### src/rtl/mem_port_arbiter.sv
// Arbitrates instruction-fetch and data-memory requests onto one shared memory port,
// one transaction in flight, with a starvation guard that eventually forces fetch through.
module mem_port_arbiter #(
    parameter int BIN_DIG      = 32,
    parameter int STARVE_LIMIT = 4
) (
    input  logic               CLK,
    input  logic               RST,
    input  logic               if_req,
    input  logic [BIN_DIG-1:0] if_addr,
    output logic               if_gnt,
    output logic               if_rvalid,
    output logic [BIN_DIG-1:0] if_rdata,
    input  logic               dm_req,
    input  logic               dm_we,
    input  logic [BIN_DIG-1:0] dm_addr,
    input  logic [BIN_DIG-1:0] dm_wdata,
    input  logic [3:0]         dm_be,
    output logic               dm_gnt,
    output logic               dm_rvalid,
    output logic [BIN_DIG-1:0] dm_rdata,
    output logic               mem_req,
    output logic               mem_we,
    output logic [BIN_DIG-1:0] mem_addr,
    output logic [BIN_DIG-1:0] mem_wdata,
    output logic [3:0]         mem_be,
    input  logic               mem_gnt,
    input  logic               mem_rvalid,
    input  logic [BIN_DIG-1:0] mem_rdata,
    output logic               proto_err
);

    typedef enum logic [1:0] {IDLE, REQ, RESP} state_t;

    // Wide enough to hold STARVE_LIMIT, and never zero bits wide.
    localparam int CW = $clog2(STARVE_LIMIT + 2);
    localparam logic [CW-1:0] LIMIT = CW'(STARVE_LIMIT);

    state_t             state_q, state_d;
    logic               owner_dm_q, owner_dm_d;
    logic [CW-1:0]      starve_cnt_q, starve_cnt_d;
    logic               mem_we_q, mem_we_d;
    logic [BIN_DIG-1:0] mem_addr_q, mem_addr_d;
    logic [BIN_DIG-1:0] mem_wdata_q, mem_wdata_d;
    logic [3:0]         mem_be_q, mem_be_d;
    logic               proto_err_q, proto_err_d;
    logic               fetch_wins;

    assign fetch_wins = if_req && (!dm_req || (starve_cnt_q >= LIMIT));

    always_comb begin
        // NOTE: every signal driven here gets a default first so no path leaves it unassigned (no latches).
        state_d      = state_q;
        owner_dm_d   = owner_dm_q;
        starve_cnt_d = starve_cnt_q;
        mem_we_d     = mem_we_q;
        mem_addr_d   = mem_addr_q;
        mem_wdata_d  = mem_wdata_q;
        mem_be_d     = mem_be_q;
        proto_err_d  = proto_err_q;
        if_gnt       = 1'b0;
        if_rvalid    = 1'b0;
        if_rdata     = '0;
        dm_gnt       = 1'b0;
        dm_rvalid    = 1'b0;
        dm_rdata     = '0;

        // Handshake outputs stay quiet while reset is held, even though state clears only at the edge.
        if (!RST) begin
            case (state_q)
                IDLE: begin
                    if (mem_rvalid) proto_err_d = 1'b1;
                    if (if_req || dm_req) begin
                        state_d = REQ;
                        if (fetch_wins) begin
                            if_gnt       = 1'b1;
                            owner_dm_d   = 1'b0;
                            mem_we_d     = 1'b0;
                            mem_addr_d   = if_addr;
                            mem_wdata_d  = '0;
                            mem_be_d     = 4'hF;
                            starve_cnt_d = '0;
                        end else begin
                            dm_gnt      = 1'b1;
                            owner_dm_d  = 1'b1;
                            mem_we_d    = dm_we;
                            mem_addr_d  = dm_addr;
                            mem_wdata_d = dm_wdata;
                            mem_be_d    = dm_be;
                            if (if_req && (starve_cnt_q < LIMIT)) starve_cnt_d = starve_cnt_q + 1'b1;
                        end
                    end
                end
                REQ: begin
                    if (mem_rvalid) proto_err_d = 1'b1;
                    if (mem_gnt) state_d = mem_we_q ? IDLE : RESP;
                end
                RESP: begin
                    if (mem_rvalid) begin
                        state_d = IDLE;
                        if (owner_dm_q) begin
                            dm_rvalid = 1'b1;
                            dm_rdata  = mem_rdata;
                        end else begin
                            if_rvalid = 1'b1;
                            if_rdata  = mem_rdata;
                        end
                    end
                end
                default: state_d = IDLE;
            endcase
        end
    end

    // NOTE: the latched request fields are reset too, because they drive module outputs directly.
    always_ff @(posedge CLK) begin
        if (RST) begin
            state_q      <= IDLE;
            owner_dm_q   <= 1'b0;
            starve_cnt_q <= '0;
            mem_we_q     <= 1'b0;
            mem_addr_q   <= '0;
            mem_wdata_q  <= '0;
            mem_be_q     <= 4'h0;
            proto_err_q  <= 1'b0;
        end else begin
            // NOTE: state registers use non-blocking assignment so every flop samples pre-edge values.
            state_q      <= state_d;
            owner_dm_q   <= owner_dm_d;
            starve_cnt_q <= starve_cnt_d;
            mem_we_q     <= mem_we_d;
            mem_addr_q   <= mem_addr_d;
            mem_wdata_q  <= mem_wdata_d;
            mem_be_q     <= mem_be_d;
            proto_err_q  <= proto_err_d;
        end
    end

    assign mem_req   = (state_q == REQ);
    assign mem_we    = mem_we_q;
    assign mem_addr  = mem_addr_q;
    assign mem_wdata = mem_wdata_q;
    assign mem_be    = mem_be_q;
    assign proto_err = proto_err_q;

endmodule

### config.mk
export PLATFORM = sky130hd
export DESIGN_NAME = mem_port_arbiter
export DESIGN_NICKNAME = d
export VERILOG_FILES = /design/src/rtl/mem_port_arbiter.sv
export SDC_FILE = /design/constraint.sdc
export NUM_CORES = 1
export LEC_CHECK = 0
export BUFFER_PORTS_ARGS = -buffer_cell sky130_fd_sc_hd__buf_2
export CAP_MARGIN = 10
export CORE_AREA = 2 2 107 109
export CTS_BUF_LIST = sky130_fd_sc_hd__clkbuf_2
export DETAILED_ROUTE_END_ITERATION = 7
export DIE_AREA = 0 0 109 111
export GPL_TIMING_DRIVEN = 0
export PLACE_DENSITY = 0.69
export SLEW_MARGIN = 10
export SYNTH_ARGS = -nofsm -noshare
export SYNTH_HDL_FRONTEND = slang
export SYNTH_SLANG_ARGS = --single-unit
### constraint.sdc
create_clock -name CLK -period 1.6 [get_ports CLK]
set_input_delay 0.08 -clock CLK [delete_from_list [all_inputs] [get_ports CLK]]
set_output_delay 0.08 -clock CLK [all_outputs]
set_load 0.1 [all_outputs]
==> results.py, run 1 <==
metrics = {
    "status": {
        "status": "finished with violations",
        "violations": "setup timing",
    },
    "worst_setup_path": {
        "start_kind": "flip-flop",
        "cpPeakStageDelay_ns": 0.39,
        "worstSetupPathType": "flip-flop to output pin",
        "endpoint_kind": "output pin",
        "r2r_end": "starve_cnt_q[0]",
        "slowest_stage": "dfxtp_4",
        "required_ns": 1.52,
        "r2r_setup_slack_ns": -0.22,
        "r2r-start": "state_q[0]",
        "cp_common_cell": "buf_4",
        "crit_arrival_ns": 1.92,
        "cp_max_fo": 4,
        "crit_chain": "nand4bb_4, nor2_4, buf_4, buf_4, and2_4, buf_12",
        "rr_worst_depth": 8,
    },
    "layout": {
        "drive_gt1_share_pct": 59.2,
        "multi_input_area_um2": 2290,
        "diodes": 0,
        "final_net_count": 954,
        "post-route-util_pct": 75.7,
        "stdcell_count": 961,
        "nFillCells": 649,
        "syn_to_final_growth_pct": 129,
        "seq_area_um2": 1530,
    },
    "timing": {
        "finalSetupViolCount": 94,
        "tns_ns": -25.44,
        "setup_slack_ns": -0.403,
        "hold_viol_final": 0,
        "max_slew.worst_pin.slew_ns": 0.889,
        "whs_ns": 0.0651,
        "max_freq_mhz": 499,
        "fin_skew_ns": 0.0112,
        "relSlewSlack_pct": 40.7,
        "finalCritPeriodShare_pct": 125,
        "rsz0062_at_grt": "yes",
        "fin_crit_ns": 2.00,
        "slew_viol_final": 0,
    },
    "floorplanning": {
        "dieArea_um2": 12100,
        "rows": 39,
        "boundaryPins": 278,
        "start_util_pct": 33.1,
        "die_height_um": 111,
        "die_x_um": 109,
        "coreArea_um2": 11100,
    },
    "placed_design": {
        "place.gp.congestion": 0.855,
        "dpl.cell_count": 809,
        "place.detailed.hpwl_um": 10100,
        "io_buffers": 276,
    },
    "hold_path": {
        "min_from": "if_req",
        "hold_path.class": "input port to flip-flop",
        "min_delay_path_depth": 4,
        "hold_end": "mem_addr[2]",
    },
    "global_route": {
        "antenna_found_initial": 0,
        "grt_overflow": 0,
        "top_usage_layer": "met2",
        "grtUsageMet1_pct": 31.2,
        "grt_pass1_wl_um": 28200,
        "grt_use_total_pct": 30.4,
        "grt_pass1_vias": 5189,
        "met2_usage_pct": 52.4,
        "grt_util_met3_pct": 11.6,
        "grt_max_degree": 19,
    },
    "synthesis": {
        "synth_top_cell_by_area": "dfxtp_1",
        "synth-seq-cells": 76,
        "synth_warnings": 0,
        "yosys-top-cells-area": "dfxtp_1 41%, a311oi_2 12%, and2_1 11%",
        "synth_area_um2": 3670,
        "ys_types": 36,
        "synthFlopType": "dfxtp_1",
        "async_flop_share_pct": 0,
        "yosysSeqAreaShare_pct": 41.5,
        "synth_edf_count": 0,
        "syn_area_per_cell_um2": 9.40,
        "synthCells": 390,
        "netlist.area_leader.share_pct": 41.5,
        "synth_fp_nets": 530,
    },
    "clock_tree": {
        "cts.sinks": 76,
        "cts_made_buffers": 9,
        "ctsHtreeMaxLevel": 3,
        "clk_pin_slew_ns": 0.21,
        "clock_latency_ns": 0.53,
        "cts-root-buf": "clkbuf_2",
        "clock_path_buffers": 2,
        "cts_tree": "yes",
    },
    "power_and_ir_drop": {
        "p_total_w": 0.00626,
        "leakagePower_nw": 3.74,
        "power_density_nw_per_um2": 747,
        "ir_drop_mv": 0.894,
    },
    "detailed_routing": {
        "drt_iter0_drc": 364,
        "num_vias": 5161,
        "wl_um": 20200,
        "viasPerCell": 5.37,
        "wire_per_inst_um": 21.0,
        "ant_nets": 0,
        "drt_first_pass_iters": 5,
        "drcViolationCount": 0,
    },
    "flow_run": {
        "drv_cap": 0,
    },
}
-- cells in the final DEF (no fill, tap or decap), types with 14 or more instances in the layout --
cell type,count
buf_2,208
dlygate4sd3_1,107
buf_12,74
dfxtp_1,73
and2_4,54
nand3_1,32
a22o_1,31
a311oi_2,30
o21ai_0,29
a21oi_1,20
buf_4,18
buf_6,16
clkbuf_2,14
-- cells in the mapped netlist (2+ instances only) --
library cell	count
dfxtp_1	76
and2_1	64
a21oi_1	38
a22o_1	33
nand3_1	33
a311oi_2	30
o21ai_0	29
clkbuf_1	22
buf_2	14
nand2_1	6
buf_6	5
nor2_1	5
inv_1	4
o221a_2	4
o21ai_1	3
a311oi_1	2
nand2b_1	2
nand4_1	2
-- critical path: cells and delay by family, from the launching register on --
kind | cells | cell delay, ns
simple gates | 3 | 0.56
buf+inv | 3 | 0.44
flops | 1 | 0.39
-- power by group --
group | switching, W | leakage, nW | internal (W)
Combinational | 0.00207 | 3.05 | 0.000966
Sequential | 0.000129 | 0.629 | 0.00207
Clock | 0.000688 | 0.0650 | 0.000339
Total | 0.00288 | 3.74 | 0.00338
-- through the flow --
| stage | cell area [µm²] | worst slack [ns] |
|---|---|---|
| 2_1_floorplan | 3780 | -0.202 |
| 3_3_place_gp | 5340 | -0.360 |
| 3_5_place_dp | 5340 | -0.420 |
| 4_1_cts | 7850 | -0.451 |
| 5_1_grt | 8380 | -0.502 |
| 6_report | 8380 | -0.403 |
-- registers in the layout (all words and copies together), names as in the netlist --
signal,cells
mem_wdata,32
mem_addr,32
state_q,2
mem_be,4
mem_we,1
owner_dm_q,1
starve_cnt_q,3
proto_err,1
-- per-layer routing --
| metal | up-vias | wire length [µm] |
|---|---|---|
| li1 | 2281 | - |
| met1 | 2508 | 7190 |
| met2 | 301 | 10600 |
| met3 | 71 | 1640 |
| met4 | 0 | 831 |
| met5 | - | 0 |
-- area by class of cell --
| type | count | area share, % |
|---|---|---|
| tap | 143 | 2.13 |
| sequential | 76 | 18.3 |
| clock buffer | 9 | 0.537 |
| buffer | 42 | 4.46 |
| inverter | 5 | 0.224 |
| timing repair buffer | 415 | 46.4 |
| clock inverter | 6 | 0.672 |
| multi-input combinational | 265 | 27.3 |
-- worst max path at each step --
| stage | slack [ns] | startpoint | end |
|---|---|---|---|
| after floorplan | -0.20 | state_q[1] | if_gnt |
| after global placement | -0.36 | state_q[1] | dm_rdata[17] |
| after detailed placement | -0.42 | state_q[1] | dm_rdata[17] |
| after CTS | -0.45 | state_q[0] | dm_rdata[12] |
| after global routing | -0.50 | state_q[0] | dm_rdata[0] |
| final | -0.40 | state_q[0] | dm_rdata[0] |
-- kinds of logic after synthesis --
family,after synthesis,synth area share [%]
AOI/OAI and AO/OA,143,32.3
and+or+nand+nor,121,19.2
DFF,76,41.5
buffers and inverters,49,6.65
adders and majority gates,1,0.341
-- timing repair --
action,in CTS,in global routing
setup buffers,12,15
hold buffers,107,0
setup endpoints to repair,78,124
pin swaps,5,60
gates resized for setup,362,80
cloned,0,6
endpoints found under the hold margin,74,0
Note: power is estimated with default switching activity, not from simulation.
==> inputs of run 2 (changes only) <==
--- a/config.mk
+++ b/config.mk
@@ -12,7 +12,9 @@
 export DETAILED_ROUTE_END_ITERATION = 7
 export DIE_AREA = 0 0 109 111
 export GPL_TIMING_DRIVEN = 0
+export HOLD_SLACK_MARGIN = 0.12
 export PLACE_DENSITY = 0.69
+export SKIP_LAST_GASP = 1
 export SLEW_MARGIN = 10
 export SYNTH_ARGS = -nofsm -noshare
 export SYNTH_HDL_FRONTEND = slang
==> results.py, run 2 (synthesized netlist as in run 1, its figures left out) <==
metrics = {
    "detailed_routing": {
        "num_vias": 4937,
        "viasPerCell": 5.21,
        "wire_per_inst_um": 19.1,
        "drcViolationCount": 0,
        "drt_first_pass_iters": 5,
        "drt_iter0_drc": 283,
        "ant_nets": 0,
        "wl_um": 18100,
    },
    "worst_setup_path": {
        "r2r-start": "state_q[0]",
        "crit_arrival_ns": 1.92,
        "r2r_setup_slack_ns": 0.02,
        "r2r_end": "starve_cnt_q[0]",
        "worstSetupPathType": "flip-flop to output pin",
        "endpoint_kind": "output pin",
        "cp_max_fo": 10,
        "required_ns": 1.52,
        "rr_worst_depth": 6,
        "start_kind": "flip-flop",
    },
    "clock_tree": {
        "ctsHtreeMaxLevel": 3,
        "clock_latency_ns": 0.51,
        "clk_pin_slew_ns": 0.21,
        "clock_path_buffers": 2,
        "cts-root-buf": "clkbuf_2",
        "cts_tree": "yes",
        "cts.sinks": 76,
        "cts_made_buffers": 9,
    },
    "placed_design": {
        "pre_cts_ws_ns": -0.420,
        "place.detailed.hpwl_um": 10100,
        "place.gp.congestion": 0.855,
        "io_buffers": 276,
    },
    "status": {
        "status": "finished with violations",
        "violations": "setup timing",
    },
    "power_and_ir_drop": {
        "combPwrFrac_pct": 46.6,
        "p_sw_w": 0.00276,
        "p_total_w": 0.00599,
        "p_clk_share_pct": 17.0,
        "power_density_nw_per_um2": 756,
        "power_frac_seq_pct": 36.4,
        "intPower_w": 0.00323,
        "ir_drop_mv": 0.956,
        "swShare_pct": 46.0,
        "leakagePower_nw": 3.57,
    },
    "floorplanning": {
        "rows": 39,
        "die_x_um": 109,
        "dieArea_um2": 12100,
        "boundaryPins": 278,
        "start_util_pct": 33.1,
        "die_height_um": 111,
        "coreArea_um2": 11100,
    },
    "timing": {
        "fin_skew_ns": 0.0127,
        "hold_viol_final": 0,
        "rsz0062_at_grt": "yes",
        "fin_crit_ns": 2.00,
        "setup_slack_ns": -0.398,
        "max_slew.worst_pin.slew_ns": 0.718,
        "finalCritPeriodShare_pct": 125,
        "whs_ns": 0.297,
        "finalSetupViolCount": 69,
        "slew_viol_final": 0,
        "relSlewSlack_pct": 52.1,
        "max_freq_mhz": 500,
    },
    "global_route": {
        "grt_max_degree": 19,
        "grt_use_total_pct": 28.7,
        "antenna_found_initial": 1,
        "grt_pass1_wl_um": 26900,
        "grt_overflow": 0,
        "grt_pass1_vias": 5052,
    },
    "hold_path": {
        "min_delay_path_depth": 3,
        "hold_end": "mem_addr[31]",
        "min_from": "RST",
        "hold_path.class": "input port to flip-flop",
    },
    "layout": {
        "final_cell_mix": "213 x buf_2, 105 x dlygate4sd3_1, 73 x dfxtp_1",
        "final_net_count": 939,
        "final_common_cell": "buf_2",
        "syn_to_final_growth_pct": 116,
        "post-route-util_pct": 71.5,
        "drive_gt1_share_pct": 56.3,
    },
    "flow_run": {
        "drv_cap": 0,
    },
}
## run 2: cell count changes in the layout (fill, tap and decap cells not counted), moves of 3 or more
cell       previous run  this run
a21oi_4               6         1
and2_2                9        21
a21oi_1              20        37
o221a_4               4         0
a21oi_2              13         1
clkbuf_4              2         5
buf_2               208       213
clkbuf_16             5         0
and2_4               54        43
buf_12               74        70
buf_4                18        11
o221a_2               0         4
## run 2: metal layers
metal / part of all wire (%) / global-route usage [%] / up-vias
li1: - / - / 2253
met1: 37 / 31.3 / 2358
met2: 51 / 51.3 / 277
met3: 7.6 / 7.82 / 49
met4: 3.7 / 12.1 / 0
met5: 0 / 0 / -
## run 2: worst max-delay path, cell delays in order, from the launching register on
cell,delay (ns)
dfxtp_4,0.39
nand4bb_4,0.22
nor2_4,0.17
buf_6,0.15
buf_8,0.13
and2_4,0.17
buf_12,0.17
## run 2: repair_timing
| action | CTS | global route |
|---|---|---|
| endpoints found under the hold margin | 75 | 0 |
| gates resized for setup | 324 | 55 |
| setup endpoints to repair | 78 | 122 |
| hold buffers | 106 | 0 |
| gates cloned | 0 | 1 |
| pin swaps | 4 | 10 |
| setup buffers | 12 | 5 |
## run 2: power groups by stage
stage | sequential (W) | combinational (W) | clock (W)
3_3_place_gp | 0.00220 | 0.00236 | 0
2_1_floorplan | 0.00340 | 0.000678 | 0
3_5_place_dp | 0.00220 | 0.00238 | 0
6_report | 0.00218 | 0.00279 | 0.00102
4_1_cts | 0.00217 | 0.00271 | 0.00106
5_1_grt | 0.00220 | 0.00289 | 0.00114
## run 2: cell type report
class | instances | area, µm²
clock buffer | 9 | 45.0
timing repair buffer | 399 | 3630
fill | 706 | 3160
multi-input combinational | 265 | 2110
inverter | 5 | 18.8
sequential | 76 | 1530
clock inverter | 6 | 56.3
buffer | 43 | 344
tap | 143 | 179
antenna | 1 | 2.50
## run 2: worst max path at each step
stage | start | to | slack, ns
3_3_place_gp | state_q[1] | dm_rdata[17] | -0.36
4_1_cts | state_q[0] | dm_rdata[17] | -0.46
3_5_place_dp | state_q[1] | dm_rdata[17] | -0.42
6_report | state_q[0] | dm_rdata[8] | -0.40
2_1_floorplan | state_q[1] | if_gnt | -0.20
5_1_grt | state_q[0] | dm_rdata[8] | -0.52
## run 2: stage by stage
stage	std cells	cell area, µm²	TNS (ns)
after floorplan	390	3780	-3.63
after global placement	809	5340	-16.84
after detailed placement	809	5340	-19.83
after CTS	941	7770	-26.99
after global routing	947	7920	-31.17
final	947	7920	-22.43
==> inputs of run 3 (changes only) <==
--- a/config.mk
+++ b/config.mk
@@ -9,11 +9,13 @@
 export CAP_MARGIN = 10
 export CORE_AREA = 2 2 107 109
 export CTS_BUF_LIST = sky130_fd_sc_hd__clkbuf_2
+export CTS_CLUSTER_SIZE = 30
 export DETAILED_ROUTE_END_ITERATION = 7
 export DIE_AREA = 0 0 109 111
 export GPL_TIMING_DRIVEN = 0
 export HOLD_SLACK_MARGIN = 0.12
 export PLACE_DENSITY = 0.69
+export RECOVER_POWER = 50
 export SKIP_LAST_GASP = 1
 export SLEW_MARGIN = 10
 export SYNTH_ARGS = -nofsm -noshare
==> constraint.sdc (replaced) <==
create_clock -name CLK -period 1.6 [get_ports CLK]
set_input_delay 0.16 -clock CLK [delete_from_list [all_inputs] [get_ports CLK]]
set_output_delay 0.16 -clock CLK [all_outputs]
set_load 0.1 [all_outputs]
==> results.py, run 3 (synthesized netlist as in run 1, its figures left out) <==
metrics = {
    "status": {
        "status": "finished with violations",
        "violations": "setup timing",
    },
    "floorplanning": {
        "start_util_pct": 33.1,
        "dieArea_um2": 12100,
        "coreArea_um2": 11100,
        "die_x_um": 109,
        "die_height_um": 111,
        "boundaryPins": 278,
        "rows": 39,
    },
    "layout": {
        "post-route-util_pct": 73.4,
        "nFillCells": 699,
        "final_net_count": 945,
        "drive_gt1_share_pct": 57.8,
        "final_cell_mix": "195 x buf_2, 111 x dlygate4sd3_1, 73 x dfxtp_1",
        "syn_to_final_growth_pct": 122,
        "final_common_cell": "buf_2",
        "seq_area_um2": 1530,
        "multi_input_area_um2": 2180,
        "diodes": 0,
    },
    "detailed_routing": {
        "drcViolationCount": 0,
        "ant_nets": 0,
        "drt_iter0_drc": 295,
        "wl_um": 18400,
        "viasPerCell": 5.28,
        "drt_first_pass_iters": 5,
        "wire_per_inst_um": 19.3,
        "num_vias": 5030,
    },
    "clock_tree": {
        "cts_tree": "yes",
        "cts_made_buffers": 9,
        "cts-root-buf": "clkbuf_2",
        "clock_latency_ns": 0.50,
        "ctsHtreeMaxLevel": 3,
        "clock_path_buffers": 2,
        "clk_pin_slew_ns": 0.23,
        "cts.sinks": 76,
    },
    "hold_path": {
        "min_from": "RST",
        "min_delay_path_depth": 3,
        "hold_path.class": "input port to flip-flop",
        "hold_end": "mem_be[1]",
    },
    "worst_setup_path": {
        "worstSetupPathType": "flip-flop to output pin",
        "slowest_stage": "dfxtp_4",
        "r2r-start": "state_q[0]",
        "cp_max_fo": 10,
        "crit_chain": "nand4bb_4, nor2_4, buf_4, and2_2, buf_12",
        "r2r_setup_slack_ns": -0.15,
        "r2r_end": "mem_addr[21]",
        "endpoint_kind": "output pin",
        "start_kind": "flip-flop",
        "cpPeakStageDelay_ns": 0.40,
        "crit_arrival_ns": 1.88,
        "rr_worst_depth": 10,
        "required_ns": 1.44,
    },
    "timing": {
        "finalSetupViolCount": 114,
        "rsz0062_at_grt": "yes",
        "setup_slack_ns": -0.440,
        "fin_skew_ns": 0.0274,
        "fin_crit_ns": 2.04,
        "max_freq_mhz": 490,
        "max_slew.worst_pin.slew_ns": 0.715,
        "relSlewSlack_pct": 52.4,
        "finalCritPeriodShare_pct": 127,
        "hold_viol_final": 0,
        "whs_ns": 0.160,
        "slew_viol_final": 0,
    },
    "power_and_ir_drop": {
        "ir_drop_mv": 0.636,
        "leakagePower_nw": 3.60,
        "power_density_nw_per_um2": 767,
    },
    "global_route": {
        "grt_pass1_vias": 5066,
        "antenna_found_initial": 0,
        "grt_pass1_wl_um": 27000,
        "grt_overflow": 0,
        "grt_max_degree": 18,
        "grt_use_total_pct": 28.6,
    },
    "flow_run": {
        "drv_cap": 0,
    },
    "placed_design": {
        "place.detailed.hpwl_um": 9880,
        "io_buffers": 276,
        "place.gp.congestion": 0.798,
    },
}
-- run 3: cell types whose count changed in the layout (fill, tap and decap cells not counted), sizes merged --
cell,previous run,this run
inv,5,6
dlymetal6s4s,1,0
dlygate4sd3,105,111
buf,316,305
clkbuf,29,41
diode,1,0
clkinv,4,2
clkinvlp,1,3
-- run 3: worst max-delay path by stage --
stage,start,end,depth (start not counted)
3_3_place_gp,RST,dm_rdata[13],6
3_5_place_dp,RST,if_rdata[26],6
2_1_floorplan,state_q[0],if_gnt,5
4_1_cts,state_q[0],if_rdata[26],5
6_report,state_q[0],if_rdata[18],5
5_1_grt,state_q[0],dm_rdata[12],5
-- run 3: where the power goes --
group          internal, W  leakage (nW)  total (W)  switching [W]
clock             0.000364        0.0645    0.00110       0.000739
combinational     0.000926          2.91    0.00294        0.00201
sequential         0.00207         0.629    0.00220       0.000123
total              0.00336          3.60    0.00624        0.00288
-- run 3: worst max-delay path: cells and delay by family (launching register included) --
kind,cells,cell delay (ns)
AND/OR/NAND/NOR,3,0.59
buffers and inverters,2,0.37
flip-flops,1,0.40
-- run 3: through the flow --
| step | cells | instance area [µm²] | power (W) | setup WS, ns | TNS, ns |
|---|---|---|---|---|---|
| floorplan | 390 | 3820 | 0.00409 | -0.0911 | -0.882 |
| global placement | 809 | 5380 | 0.00457 | -0.359 | -17.88 |
| detailed placement | 809 | 5380 | 0.00460 | -0.393 | -20.17 |
| CTS | 942 | 7760 | 0.00598 | -0.504 | -35.01 |
| global route | 953 | 8130 | 0.00646 | -0.550 | -39.70 |
| finish | 953 | 8130 | 0.00624 | -0.440 | -28.82 |
-- run 3: layer usage --
layer  global-route usage [%]  up-vias  wire length, µm
met5                        0        -                0
met4                     14.3        0              855
met2                     50.9      315             9500
li1                         -     2263                -
met1                     30.5     2383             6600
met3                     7.35       69             1480
-- run 3: layout make-up --
| type | instances | share of cell area [%] |
|---|---|---|
| Timing Repair Buffer | 408 | 46.6 |
| Multi-Input combinational cell | 265 | 26.8 |
| Sequential cell | 76 | 18.8 |
| Buffer | 40 | 3.80 |
| Tap cell | 143 | 2.20 |
| Clock inverter | 7 | 0.923 |
| Clock buffer | 9 | 0.554 |
| Inverter | 5 | 0.231 |
-- run 3: repair_timing --
action	CTS	global route
resized for setup	299	90
endpoints found under the setup margin	70	153
gates cloned	0	1
setup buffers	8	13
hold buffers	111	0
hold endpoints to repair	74	0
pin swaps	2	25
